==> config.mk <==
export PLATFORM = sky130hd
export DESIGN_NAME = mem_stage_ctrl
export DESIGN_NICKNAME = d
export VERILOG_FILES = /design/src/rtl/mem_stage_ctrl.sv
export SDC_FILE = /design/constraint.sdc
export NUM_CORES = 1
export LEC_CHECK = 0
export BUFFER_PORTS_ARGS = -buffer_cell sky130_fd_sc_hd__buf_2
export CAP_MARGIN = 20
export CORE_AREA = 2 2 122 124
export CTS_CLUSTER_DIAMETER = 50
export CTS_CLUSTER_SIZE = 28
export DETAILED_ROUTE_END_ITERATION = 8
export DIE_AREA = 0 0 124 126
export SLEW_MARGIN = 25
export SYNTH_ARGS = -nofsm -noshare
export SYNTH_HDL_FRONTEND = slang
export SYNTH_SLANG_ARGS = --single-unit
==> constraint.sdc <==
create_clock -name clk_i -period 2.7 [get_ports clk_i]
set_input_delay 0.405 -clock clk_i [delete_from_list [all_inputs] [get_ports clk_i]]
set_output_delay 0.405 -clock clk_i [all_outputs]
set_load 0.01 [all_outputs]
==> src/rtl/mem_stage_ctrl.sv <==
// mem_stage_ctrl: MEM stage of the 5-stage MIPS pipe.
//   Resolves branches, performs loads/stores over a variable-latency req/ack
//   data-memory handshake, stalls the upstream pipe while an access is
//   outstanding, and registers the MEM/WB outputs.
// Ports:
//   clk_i, rst_i                      clock (rising edge), async active-high reset
//   WB_*_i, M_*_i, Adder2_i, zero_i,
//   ALU_result_i, Write_data_i, MUX2_i  fields from the EX/MEM register
//   PCSrc_o, branch_target_o          branch resolution (combinational)
//   stall_o                           hold upstream pipe registers (combinational)
//   dmem_*                            data-memory request/ack interface
//   bus_err_o                         sticky misalign/timeout error
//   WB_RegWrite_o .. MUX2_o           MEM/WB register outputs
module mem_stage_ctrl #(
  parameter int unsigned DATA_W  = 32,
  parameter int unsigned REG_W   = 5,
  parameter int unsigned TIMEOUT = 16
) (
  input  logic              clk_i,
  input  logic              rst_i,
  input  logic              WB_RegWrite_i,
  input  logic              WB_MemtoReg_i,
  input  logic              M_branch_i,
  input  logic              M_MemRead_i,
  input  logic              M_MemWrite_i,
  input  logic [DATA_W-1:0] Adder2_i,
  input  logic              zero_i,
  input  logic [DATA_W-1:0] ALU_result_i,
  input  logic [DATA_W-1:0] Write_data_i,
  input  logic [REG_W-1:0]  MUX2_i,
  output logic              PCSrc_o,
  output logic [DATA_W-1:0] branch_target_o,
  output logic              stall_o,
  output logic              dmem_req_o,
  output logic              dmem_we_o,
  output logic [DATA_W-1:0] dmem_addr_o,
  output logic [DATA_W-1:0] dmem_wdata_o,
  input  logic [DATA_W-1:0] dmem_rdata_i,
  input  logic              dmem_ack_i,
  output logic              bus_err_o,
  output logic              WB_RegWrite_o,
  output logic              WB_MemtoReg_o,
  output logic [DATA_W-1:0] Read_data_o,
  output logic [DATA_W-1:0] ALU_result_o,
  output logic [REG_W-1:0]  MUX2_o
);

  localparam int unsigned CNT_W = (TIMEOUT > 2) ? $clog2(TIMEOUT) : 1;

  typedef enum logic {IDLE, WAIT} state_t;

  state_t             state, state_n;
  logic [CNT_W-1:0]   cnt, cnt_n;
  logic               mem_op, misalign;
  logic               req, stall;
  logic               complete, bubble, load_ack, err_set;

  assign mem_op          = M_MemRead_i | M_MemWrite_i;
  assign misalign        = mem_op & (ALU_result_i[1:0] != 2'b00);
  assign PCSrc_o         = M_branch_i & zero_i;
  assign branch_target_o = Adder2_i;
  assign dmem_we_o       = M_MemWrite_i;
  assign dmem_addr_o     = ALU_result_i;
  assign dmem_wdata_o    = Write_data_i;

  // Gated by reset so an access in flight is withdrawn the moment reset hits.
  assign dmem_req_o = req & ~rst_i;
  assign stall_o    = stall & ~rst_i;

  always_comb begin
    state_n  = state;
    cnt_n    = cnt;
    req      = 1'b0;
    stall    = 1'b0;
    complete = 1'b0;
    bubble   = 1'b0;
    load_ack = 1'b0;
    err_set  = 1'b0;
    case (state)
      IDLE: begin
        if (!mem_op) begin
          complete = 1'b1;
        end else if (misalign) begin
          err_set = 1'b1;
          bubble  = 1'b1;
        end else begin
          req = 1'b1;
          if (dmem_ack_i) begin
            complete = 1'b1;
            load_ack = ~M_MemWrite_i;
          end else begin
            stall   = 1'b1;
            bubble  = 1'b1;
            state_n = WAIT;
            cnt_n   = CNT_W'(1);
          end
        end
      end
      WAIT: begin
        req = 1'b1;
        if (dmem_ack_i) begin
          complete = 1'b1;
          load_ack = ~M_MemWrite_i;
          state_n  = IDLE;
          cnt_n    = '0;
        end else if (cnt == CNT_W'(TIMEOUT - 1)) begin
          err_set = 1'b1;
          bubble  = 1'b1;
          state_n = IDLE;
          cnt_n   = '0;
        end else begin
          stall  = 1'b1;
          bubble = 1'b1;
          cnt_n  = cnt + CNT_W'(1);
        end
      end
      default: begin
        state_n = IDLE;
        cnt_n   = '0;
      end
    endcase
  end

  always_ff @(posedge clk_i or posedge rst_i) begin
    if (rst_i) begin
      state     <= IDLE;
      cnt       <= '0;
      bus_err_o <= 1'b0;
    end else begin
      state     <= state_n;
      cnt       <= cnt_n;
      bus_err_o <= bus_err_o | err_set;
    end
  end

  // Bubbles clear only the control bits; data fields keep their last value.
  always_ff @(posedge clk_i or posedge rst_i) begin
    if (rst_i) begin
      WB_RegWrite_o <= 1'b0;
      WB_MemtoReg_o <= 1'b0;
      Read_data_o   <= '0;
      ALU_result_o  <= '0;
      MUX2_o        <= '0;
    end else if (complete) begin
      WB_RegWrite_o <= WB_RegWrite_i;
      WB_MemtoReg_o <= WB_MemtoReg_i;
      ALU_result_o  <= ALU_result_i;
      MUX2_o        <= MUX2_i;
      if (load_ack) begin
        Read_data_o <= dmem_rdata_i;
      end
    end else if (bubble) begin
      WB_RegWrite_o <= 1'b0;
      WB_MemtoReg_o <= 1'b0;
    end
  end

endmodule

# [Word-level counts from Yosys, hierarchy flattened]
# Index checks and enable logic that the tools add are counted.
# Widths: inputs -> output; s select.
[totals] input_bits=142 out_inout_bits=172 register_bits=77 elab_cells=60
[op_classes] mux=34 bitwise=9 eq_ne=4 add_sub_neg=1 n_reduce_logical=4
[op_table] op="$mux 1" n=22
[op_table] op="$mux 4" n=5
[op_table] op="$pmux 1 s2" n=6
[op_table] op="$pmux 4 s2" n=1
[op_table] op="$ne 2x2->1 const B" n=3
[op_table] op="$add 4x1->4 const B" n=1
[op_table] op="$and 1x1->1" n=4
[op_table] op="$eq 4x4->1 const B" n=1
[op_table] op="$reduce_bool 2->1" n=2
[op_table] op="$not 1->1" n=3
[op_table] op="$reduce_and 3->1" n=1
[op_table] op="$or 1x1->1" n=2
[op_table] op="$reduce_and 2->1" n=1

# [Depth between registers and ports, before layout]
# Gate-level depths: netlist of run 1.
[logic_depth] word_depth=7 mapped_depth=5 depth_no_buf=4

# [Least setup slack after synthesis of run 1]
# Ideal clock, no wire load.
[synth_timing] path_type="input to register" start="in ALU_result_i[0]" end="reg Read_data_o[0]" path_buffers=1 setup_slack_ns=0.963 t_arrival_ns=1.612 required_ns=2.575 setup_ns=0.125 stages=4 path_cell_list="or3b_1 > a211o_4 > buf_8 > mux2_4"
[synth_between] elab_chain_len=6
[synth_rtl] element="start, declared" line_no="28" text="input logic [DATA_W-1:0] ALU_result_i,"
[synth_rtl] element="$reduce_bool 2->1 (*)" line_no="59" text="assign misalign = mem_op & (ALU_result_i[1:0] != 2'b00);"
[synth_rtl] element="$and 1x1->1 (*)" line_no="59"
[synth_rtl] element="$mux 1" line_no="83" text="end else if (misalign) begin"
[synth_rtl] element="$mux 1" line_no="81" text="if (!mem_op) begin"
[synth_rtl] element="$pmux 1 s2" line_no="79" text="case (state)"
[synth_rtl] element="$reduce_and 2->1 (no source line) (*)"
[synth_rtl] element="end signal, assigned" line_no="150" text="Read_data_o <= dmem_rdata_i;"
[synth_rtl] element="end, declared" line_no="43" text="output logic [DATA_W-1:0] Read_data_o,"
# Mark *: on every way between the ends. The rest lies on a longest branch, timed or not.
# A chain may end at the register's enable or synchronous reset.

# [Worst setup path in the final report of run 1]
[layout_timing] start="reg state" end="out stall_o"
[layout_between] elab_chain_len=3
[layout_rtl] element="start, declared" line_no="52" text="state_t state, state_n;"
[layout_rtl] element="start signal, assigned" line_no="130" text="state <= state_n;"
[layout_rtl] element="$not 1->1"
[layout_rtl] element="$pmux 1 s2 (*)" line_no="79"
[layout_rtl] element="$and 1x1->1 (*)" line_no="68" text="assign stall_o = stall & ~rst_i;"
[layout_rtl] element="end, declared" line_no="33" text="output logic stall_o,"
# Marked as above.

==> results by group, run 1 <==
Logic synthesis
  • Synthesized-area fraction occupied by adder cells: 0.325%
  • Syn Nets: 433
  • Post-synth ARST share: 100%
  • Post-synthesis simple-gate area fraction: 3.09%
  • Synth top area cells: dfrtp_1 (50%), buf_4 (19%), mux2_4 (12%)
  • Yosys top cell area share: 50.1%
  • Number of flops mapped to enable cells by yosys: 0
  • Post-synthesis mux area share: 23.1%
  • Synthesized instance count: 290
  • Ys Warns: 0
  • Ys flop type: dfrtp_1
  • Synth cell types: 27
  • Seq/Total Area, Yosys: 50.1%
  • Post-Synth XOR/XNOR Area: 0%
  • Compound-cell area share of the yosys netlist: 2.41%
  • Area leader, netlist: dfrtp_1
  • Flops & latches, synth: 77
  • Syn avg cell area: 13.3 sq um
  • Largest family of logic cells by synthesized area: multiplexers
  • Cell area after synthesis: 3850 sq um

Hold path
  • HP Class: in2async

Global route
  • Global route overflow: 0
  • Largest net degree at the start of global routing: 43
  • Vias in the first global route: 2355
  • Wire length of the first global-routing pass: 11.9 mm
  • Antenna violations before repair: 1
  • Total GRT Usage: 10.1%

Timing
  • Post-route setup slack: 0.673 ns
  • Slew HR: 57.3%
  • Final Hold Fails: 0
  • RSZ-0062 raised after global routing: false
  • Min Tclk post-route: 2.03 ns
  • F_max: 0.493 GHz
  • Final Max Tran Viols: 0
  • Worst Skew: 0.00327 ns
  • Slew @ Worst Pin: 0.640 ns
  • Tcrit/Tclk final: 75.1%
  • Sum Neg Setup Slack: 0 ns
  • Finish-stage setup viols: 0

Setup path
  • R2r setup slk: 0.93 ns
  • FF-to-FF End: ALU_result_o[17]
  • CP Capture Type: output port
  • Crit Path Max Fanout: 6
  • Critical Path AT: 1.62 ns
  • Reg2Reg Depth: 4
  • FF-to-FF Start: state
  • Setup Crit Path Kind: reg2out
  • Critical Path RT: 2.30 ns
  • CP Launch Type: register

Run
  • Max_cap viols: 0

Floorplanning
  • Die height: 126 um
  • Cell row count: 44
  • Core area: 14300 sq um
  • Ports: 314
  • Area of the die: 15600 sq um
  • Die span in x: 124 um
  • Initial core utilization: 26.9%

Finish
  • Commonest non-fill, non-tap cell in the layout: buf_2
  • Nets: 527
  • Most frequent cells in the layout: buf_2 (185), dfrtp_1 (77), mux2_2 (39)
  • Non-filler instance count after layout: 572
  • Layout cells sized above 1: 70.6%
  • # diodes: 0
  • Layout area overhead: 17.3%
  • Post-route cell area: 4510 sq um

Clock tree
  • Root buffer cell: clkbuf_16
  • # Post-CTS Setup Buffers: 0
  • TritonCTS Buffers: 9
  • Max Buffers Root-to-Sink: 2
  • Cts hold-fix bufs: 0
  • Clk Latency, worst-skew pair: 0.34 ns
  • Clk sinks: 77
  • CTS tree: built
  • Worst-path clk slew: 0.06 ns
  • Post-CTS sizing: 0
  • H-tree depth: 3

Routing
  • DRC viols: 0
  • Total number of vias: 2336
  • Drt first-iter violations: 48
  • Routed wire per std cell: 14.1 um
  • First-pass DRT Iterations: 4
  • Total Wirelength: 8.05 mm
  • Final ANT Viol Nets: 0
  • Vias/cell: 4.08

Power
  • Cell leakage power: 0.00233 uW
  • Maximum VDD drop: 0.000397 V
  • Pwr dens: 799 nW/um^2

Placed design
  • Final Wtd Congestion: 0.724
  • DP Cell Count: 557
  • Place WS: 0.686 ns
  • DP HPWL: 6.18 mm
  • DP Area: 4250 sq um
  • Port Buffers: 185

Run status
  • Run status: finished, final reports clean
worst max-delay path, cell delays in order (launching register included):
cell and delay [ns]:
dfrtp_1 0.44, nor2b_1 0.36, nand2_1 0.16, a21oi_1 0.15, buf_2 0.16
cells in the mapped netlist, drive strengths merged, types with 2 or more instances:
cell and n:
inv 4, nand2 5, dfrtp 77, nand4 2, o21ai 4, nor2 3, a21oi 2, mux2 69
buf 104, nand3 2, nor2b 5
metal layers:
layer | GRT usage (%) | vias up | routed length, um
li1 | - | 1063 | -
met1 | 11.0 | 1071 | 3050
met2 | 15.6 | 166 | 3740
met3 | 4.66 | 34 | 980
met4 | 7.01 | 2 | 270
met5 | 0 | - | 13
flip-flops by register name, summed over array words and instances, names as in the netlist:
register / flops
cnt: 4
WB_RegWrite_o: 1
bus_err_o: 1
WB_MemtoReg_o: 1
MUX2_o: 5
ALU_result_o: 32
state: 1
Read_data_o: 32
worst max-delay path by stage:
stage | start | cells past startpoint | endpoint
after global routing | state | 4 | stall_o
after floorplan | rst_i | 1 | ALU_result_o[0]
after global placement | ALU_result_i[0] | 4 | Read_data_o[7]
after detailed placement | ALU_result_i[0] | 4 | Read_data_o[7]
final | state | 4 | stall_o
after CTS | state | 4 | stall_o
logic make-up after synthesis:
logic type	count (synthesis)
buffers and inverters	108
flip-flops	77
adder cells (fa/ha/maj)	1
AO/OA/AOI/OAI	13
AND/OR/NAND/NOR	22
multiplexers	69
final cells by class:
cell class / count / area, sq um
well taps: 184 / 230
multi-input cells: 105 / 1120
flip-flops and latches: 77 / 1930
repair buffers: 187 / 953
fillers: 1482 / 9800
clock inverters: 4 / 25.0
inverters: 4 / 16.3
clock buffers: 11 / 243
metrics by stage:
step | total power, uW | util (%) | hold WS [ns]
CTS | 3680 | 31.5 | 0.171
global placement | 2520 | 29.7 | 0.482
detailed placement | 2550 | 29.7 | 0.488
finish | 3610 | 31.5 | 0.154
floorplan | 2260 | - | 0.492
global route | 3830 | 31.5 | 0.211
where the power goes:
part           internal [uW]  leakage [uW]  total [uW]  switching, uW
Clock                    638      0.000127        1090            456
Sequential              1420      0.000917        1570            147
Combinational            534       0.00128         943            409
Total                   2600       0.00233        3610           1010
Note: power is estimated with default switching activity, not from simulation.
==> run 2, diff against run 1 <==
--- a/config.mk
+++ b/config.mk
@@ -5,6 +5,7 @@
 export SDC_FILE = /design/constraint.sdc
 export NUM_CORES = 1
 export LEC_CHECK = 0
+export ABC_AREA = 1
 export BUFFER_PORTS_ARGS = -buffer_cell sky130_fd_sc_hd__buf_2
 export CAP_MARGIN = 20
 export CORE_AREA = 2 2 122 124
==> constraint.sdc (replaced) <==
create_clock -name clk_i -period 2.09 [get_ports clk_i]
set_input_delay 0.3135 -clock clk_i [delete_from_list [all_inputs] [get_ports clk_i]]
set_output_delay 0.3135 -clock clk_i [all_outputs]
set_load 0.01 [all_outputs]
==> run 2 against run 1 <==
  * Flip-flop and latch count is the same
  * Synthesized area grew 0.39%
  * Critical path type unchanged
  * Routed wire length grew 12%
  * Critical endpoint unchanged
  * Non-clock buffer count grew 2
  * Global-route usage grew 1.8 points
==> results by group, run 2 <==
Floorplanning
  • Initial core utilization: 27.0%
  • Core area: 14300 sq um
  • Cell row count: 44
  • Ports: 314
  • Die span in x: 124 um
  • Die height: 126 um
  • Area of the die: 15600 sq um

Setup path
  • Max incr delay on CP: 0.41 ns
  • Worst path slowest cell: dfrtp_1
  • Ordered cell list for the critical path: ha_1, nand3_1, nand2_1, a21oi_1, buf_2
  • Critical Path AT: 1.52 ns
  • Setup Crit Path Kind: reg2out
  • Crit Path Max Fanout: 4
  • CP Launch Type: register
  • Critical Path RT: 1.78 ns
  • CP Capture Type: output port

Logic synthesis
  • Ys Warns: 0
  • Most common cell in the netlist: nand2_1
  • Post-synth ARST share: 100%
  • Syn Nets: 589
  • Area leader, netlist: dfrtp_1
  • Flops & latches, synth: 77
  • Yosys top cell area share: 49.9%
  • Syn avg cell area: 8.66 sq um
  • Ys flop type: dfrtp_1
  • Synth cell types: 20
  • Synth cell count leaders: nand2_1 (154), buf_4 (100), dfrtp_1 (77), inv_1 (41), o21ai_1 (32)
  • Seq/Total Area, Yosys: 49.9%
  • Number of flops mapped to enable cells by yosys: 0
  • Synthesized instance count: 446
  • Synth top area cells: dfrtp_1 (50%), buf_4 (19%), nand2_1 (15%)
  • Cell area after synthesis: 3860 sq um

Clock tree
  • Post-CTS sizing: 0
  • TritonCTS Buffers: 9
  • H-tree depth: 3
  • Clk sinks: 77
  • Root buffer cell: clkbuf_16
  • Worst-path clk slew: 0.06 ns
  • # Post-CTS Setup Buffers: 0
  • CTS tree: built
  • Clk Latency, worst-skew pair: 0.33 ns
  • Cts hold-fix bufs: 0
  • Max Buffers Root-to-Sink: 2

Finish
  • Biggest regs: ALU_result_o: 32 flops, Read_data_o: 32 flops, MUX2_o: 5 flops
  • Final-layout fill cell count: 1566
  • # diodes: 0
  • Commonest non-fill, non-tap cell in the layout: buf_2
  • Layout area overhead: 17.1%
  • Post-route cell area: 4530 sq um
  • Nets: 678
  • Layout cells sized above 1: 39.6%
  • Most frequent cells in the layout: buf_2 (185), nand2_1 (154), dfrtp_1 (77)

Routing
  • Routed wire per std cell: 12.4 um
  • First-pass DRT Iterations: 4
  • Final ANT Viol Nets: 0
  • Drt first-iter violations: 131
  • DRC viols: 0
  • Total number of vias: 2887
  • Total Wirelength: 9.00 mm
  • Vias/cell: 3.99

Timing
  • Final Max Tran Viols: 0
  • F_max: 0.545 GHz
  • Worst Skew: 0.00422 ns
  • Slew HR: 70.5%
  • Final Hold Fails: 0
  • Min Tclk post-route: 1.84 ns
  • Tcrit/Tclk final: 87.8%
  • Finish-stage setup viols: 0
  • Sum Neg Setup Slack: 0 ns
  • Slew @ Worst Pin: 0.443 ns
  • RSZ-0062 raised after global routing: false

Power
  • Combinational share of power: 22.1%
  • Net switching share of the total power: 29.8%
  • Clock group share of total power: 35.1%
  • Pwr dens: 992 nW/um^2
  • Cell leakage power: 0.00267 uW
  • Flop pwr share: 42.8%
  • NetSw: 1340 uW
  • Maximum VDD drop: 0.000346 V
  • Int Pwr: 3150 uW

Global route
  • Total GRT Usage: 12.0%
  • Largest net degree at the start of global routing: 78
  • Global route overflow: 0
  • Vias in the first global route: 2890
  • Wire length of the first global-routing pass: 14.2 mm
  • Antenna violations before repair: 0

Hold path
  • HP Class: in2async

Placed design
  • DP HPWL: 6.47 mm
  • Port Buffers: 185
  • Final Wtd Congestion: 0.781
  • DP Area: 4220 sq um

Run
  • Max_cap viols: 0

Run status
  • Run status: finished, final reports clean
==> run 2: cell types whose count changed in the layout (fill, tap and decap cells not counted), sizes merged, moves of 2 or more <==
cell	change
inv	+41
nand2	+150
o21ai	+32
buf	+2
nor2b	-5
nor2	+3
mux2	-69
nand3	+7
clkinv	+2
==> run 2: layout make-up <==
class / instances / area, sq um / area share (%)
sequential: 77 / 1930 / 42.6
multi-input combinational: 213 / 913 / 20.2
clock inverter: 6 / 62.6 / 1.38
inverter: 45 / 173 / 3.82
timing repair buffer: 189 / 981 / 21.7
clock buffer: 10 / 239 / 5.28
tap: 184 / 230 / 5.09
==> run 2: worst max-delay path, delay by kind of cell (launching register included) <==
family,cells,cell delay [ns]
flops,1,0.41
fa+ha+maj,1,0.24
compound gates,1,0.16
simple gates,2,0.24
buf+inv,1,0.15
==> run 2: cells by family after synthesis <==
logic type                 Yosys count  synth area share (%)
and+or+nand+nor                    171                  17.6
buffers and inverters              156                  26.7
DFF                                 77                  49.9
AOI/OAI and AO/OA                   40                  5.34
xor gates and xnor gates             1                 0.227
adders and majority gates            1                 0.324
==> run 2: routing by layer <==
metal	part of all wire [%]	GRT usage (%)	wire length (um)
met5	0	0	0
met3	6.7	2.63	601
met1	41	14.3	3730
met4	3.8	7.87	339
met2	48	19.1	4330
==> run 2: power groups by stage <==
stage          Sequential, uW  Clock (uW)  Combinational (uW)
3_3_place_gp             1940           0                1010
2_1_floorplan            2090           0                 563
6_report                 1920        1570                 991
4_1_cts                  1930        1640                1020
3_5_place_dp             1950           0                1020
5_1_grt                  1960        1700                1130
==> run 2: stage by stage <==
step / setup slack (ns) / hold WS (ns) / instances / power, uW / util, %
final: 0.254 / 0.0805 / 724 / 4490 / 31.6
after global routing: 0.0978 / 0.158 / 724 / 4790 / 31.6
after CTS: 0.242 / 0.124 / 724 / 4590 / 31.6
after detailed placement: 0.537 / 0.454 / 708 / 2970 / 29.5
after global placement: 0.561 / 0.449 / 708 / 2950 / 29.5
after floorplan: 0.755 / 0.420 / 446 / 2650 / -
==> run 2: path summary, 6_finish.rpt <==
path,cells after the start,slack [ns],end,from
max,5,0.25,stall_o,cnt[0]
min,3,0.08,state,rst_i
max reg2reg,6,0.67,MUX2_o[3],state
min reg2reg,2,0.46,ALU_result_o[3],ALU_result_o[3]
max in group asynchronous,3,1.63,ALU_result_o[25],rst_i
min in group clk_i,3,0.18,WB_MemtoReg_o,WB_MemtoReg_i
==> run 3, diff against run 2 <==
--- a/config.mk
+++ b/config.mk
@@ -8,11 +8,11 @@
 export ABC_AREA = 1
 export BUFFER_PORTS_ARGS = -buffer_cell sky130_fd_sc_hd__buf_2
 export CAP_MARGIN = 20
-export CORE_AREA = 2 2 122 124
+export CORE_AREA = 2 2 124 126
 export CTS_CLUSTER_DIAMETER = 50
 export CTS_CLUSTER_SIZE = 28
 export DETAILED_ROUTE_END_ITERATION = 8
-export DIE_AREA = 0 0 124 126
+export DIE_AREA = 0 0 126 128
 export SLEW_MARGIN = 25
 export SYNTH_ARGS = -nofsm -noshare
 export SYNTH_HDL_FRONTEND = slang
==> constraint.sdc (replaced) <==
create_clock -name clk_i -period 1.55 [get_ports clk_i]
set_input_delay 0.2325 -clock clk_i [delete_from_list [all_inputs] [get_ports clk_i]]
set_output_delay 0.2325 -clock clk_i [all_outputs]
set_load 0.01 [all_outputs]
==> run 3 against run 2 <==
  * The run now ends with setup timing left
  * Setup slack worse by 0.26 ns
  * Cell count up 1.7%
  * Total power grew 40%
  * First-iteration DRC count grew 14%
==> results by group, run 3 (synthesis results as in run 2) <==
Timing
  • Finish-stage setup viols: 1
  • Slew HR: 71.5%
  • Min Tclk post-route: 1.55 ns
  • F_max: 0.643 GHz
  • Final Max Tran Viols: 0
  • Worst Skew: 0.00772 ns
  • Slew @ Worst Pin: 0.428 ns
  • Tcrit/Tclk final: 100%
  • Final Hold Fails: 0
  • RSZ-0062 raised after global routing: true
  • Min Hold Slack: 0.0439 ns
  • Post-route setup slack: -0.00468 ns

Run
  • Max_cap viols: 0

Placed design
  • DP HPWL: 6.84 mm
  • Place WS: 0.0383 ns
  • Final Wtd Congestion: 0.725
  • Port Buffers: 185
  • DP Area: 4250 sq um

Setup path
  • Worst path slowest cell: dfrtp_1
  • CP Launch Type: register
  • Reg2Reg Depth: 7
  • FF-to-FF Start: state
  • R2r setup slk: 0.19 ns
  • Ordered cell list for the critical path: ha_2, nand3_2, nand2_2, a21oi_2, buf_6
  • Crit Path Max Fanout: 2
  • Max incr delay on CP: 0.38 ns
  • FF-to-FF End: ALU_result_o[17]
  • Setup Crit Path Kind: reg2out
  • CP Capture Type: output port
  • Critical Path AT: 1.32 ns
  • Critical Path RT: 1.32 ns

Finish
  • Register area: 1930 sq um
  • Final-layout fill cell count: 1610
  • Most frequent cells in the layout: buf_2 (184), nand2_1 (153), dfrtp_1 (77)
  • Nets: 685
  • Commonest non-fill, non-tap cell in the layout: buf_2
  • Post-route cell area: 4660 sq um
  • Layout area overhead: 20.7%
  • Biggest regs: ALU_result_o: 32 flops, Read_data_o: 32 flops, MUX2_o: 5 flops
  • Layout cells sized above 1: 41.0%
  • Multi-input logic area: 930 sq um
  • Utilization after layout: 31.4%

Global route
  • Largest net degree at the start of global routing: 78
  • Wire length of the first global-routing pass: 14.4 mm
  • Global route overflow: 0
  • Total GRT Usage: 11.4%
  • Antenna violations before repair: 1
  • Vias in the first global route: 2784

Clock tree
  • Max Buffers Root-to-Sink: 2
  • Cts hold-fix bufs: 0
  • H-tree depth: 3
  • Root buffer cell: clkbuf_16
  • Clk Latency, worst-skew pair: 0.32 ns
  • Clk sinks: 77
  • TritonCTS Buffers: 9
  • CTS tree: built
  • Worst-path clk slew: 0.06 ns

Routing
  • Drt first-iter violations: 149
  • WL met2: 4.54 mm
  • First-pass DRT Iterations: 4
  • Routed wire per std cell: 12.8 um
  • Vias/cell: 3.91
  • Met3 Wirelength: 901 um
  • DRC viols: 0
  • Final ANT Viol Nets: 0
  • Total Wirelength: 9.38 mm
  • Met1 WL: 3.80 mm
  • Total number of vias: 2880
  • Top layer in use: met4

Floorplanning
  • Ports: 314
  • Cell row count: 45
  • Die span in x: 126 um
  • Core area: 14900 sq um
  • Initial core utilization: 26.0%
  • Area of the die: 16100 sq um
  • Die height: 128 um

Run status
  • Run status: finished with violations
  • Failing checks: setup timing

Hold path
  • HP Class: in2async

Power
  • Overall Power: 6300 uW
  • Pwr dens: 1350 nW/um^2
  • Cell leakage power: 0.00271 uW
  • Maximum VDD drop: 0.000423 V
run 3: cell count changes in the layout (fill, tap and decap cells not counted), sizes merged:
| cell | previous run | this run |
|---|---|---|
| bufinv | 1 | 2 |
| clkbuf | 10 | 13 |
| diode | 0 | 1 |
| clkinvlp | 1 | 2 |
| clkinv | 5 | 0 |
| buf | 189 | 196 |
run 3: worst max path at each step:
stage                          from                to  slack (ns)
floorplan                    cnt[0]           stall_o        0.30
global placement    ALU_result_i[0]  ALU_result_o[28]        0.10
detailed placement  ALU_result_i[0]  ALU_result_o[30]        0.04
CTS                           state           stall_o      -0.006
global route                 cnt[0]           stall_o       -0.11
finish                       cnt[1]           stall_o      -0.005
run 3: routing by layer:
layer / vias up / track usage (%)
li1: 1448 / -
met1: 1292 / 13.4
met2: 120 / 18.2
met3: 20 / 5.01
met4: 0 / 4.72
met5: - / 0
run 3: repair_timing:
action	CTS	global route
buffers inserted	6	1
pin swaps	4	1
gates resized for setup	7	3
endpoints found under the setup margin	1	40
run 3: critical path, delay by kind of cell (launching register included):
kind	cells	cell delay (ns)
flip-flops	1	0.38
adder cells (fa/ha/maj)	1	0.20
AO/OA/AOI/OAI	1	0.15
AND/OR/NAND/NOR	2	0.14
buffers and inverters	1	0.13
run 3: layout make-up:
type / instances / area share, %
Tap cell: 188 / 5.04
Sequential cell: 77 / 41.3
Clock buffer: 13 / 5.58
Antenna cell: 1 / 0.0536
Multi-Input combinational cell: 213 / 19.9
Timing Repair Buffer: 196 / 22.8
Clock inverter: 3 / 1.45
Inverter: 45 / 3.81
run 3: metrics by stage:
step	instances	setup TNS (ns)
finish	736	-0.00468
global route	735	-0.111
CTS	734	-0.00635
detailed placement	712	0
global placement	712	0
floorplan	446	0
run 3: where the power goes:
| part | internal (uW) | switching [uW] | leakage, uW |
|---|---|---|---|
| clock | 1500 | 811 | 0.000156 |
| combinational | 602 | 795 | 0.00160 |
| sequential | 2400 | 195 | 0.000957 |
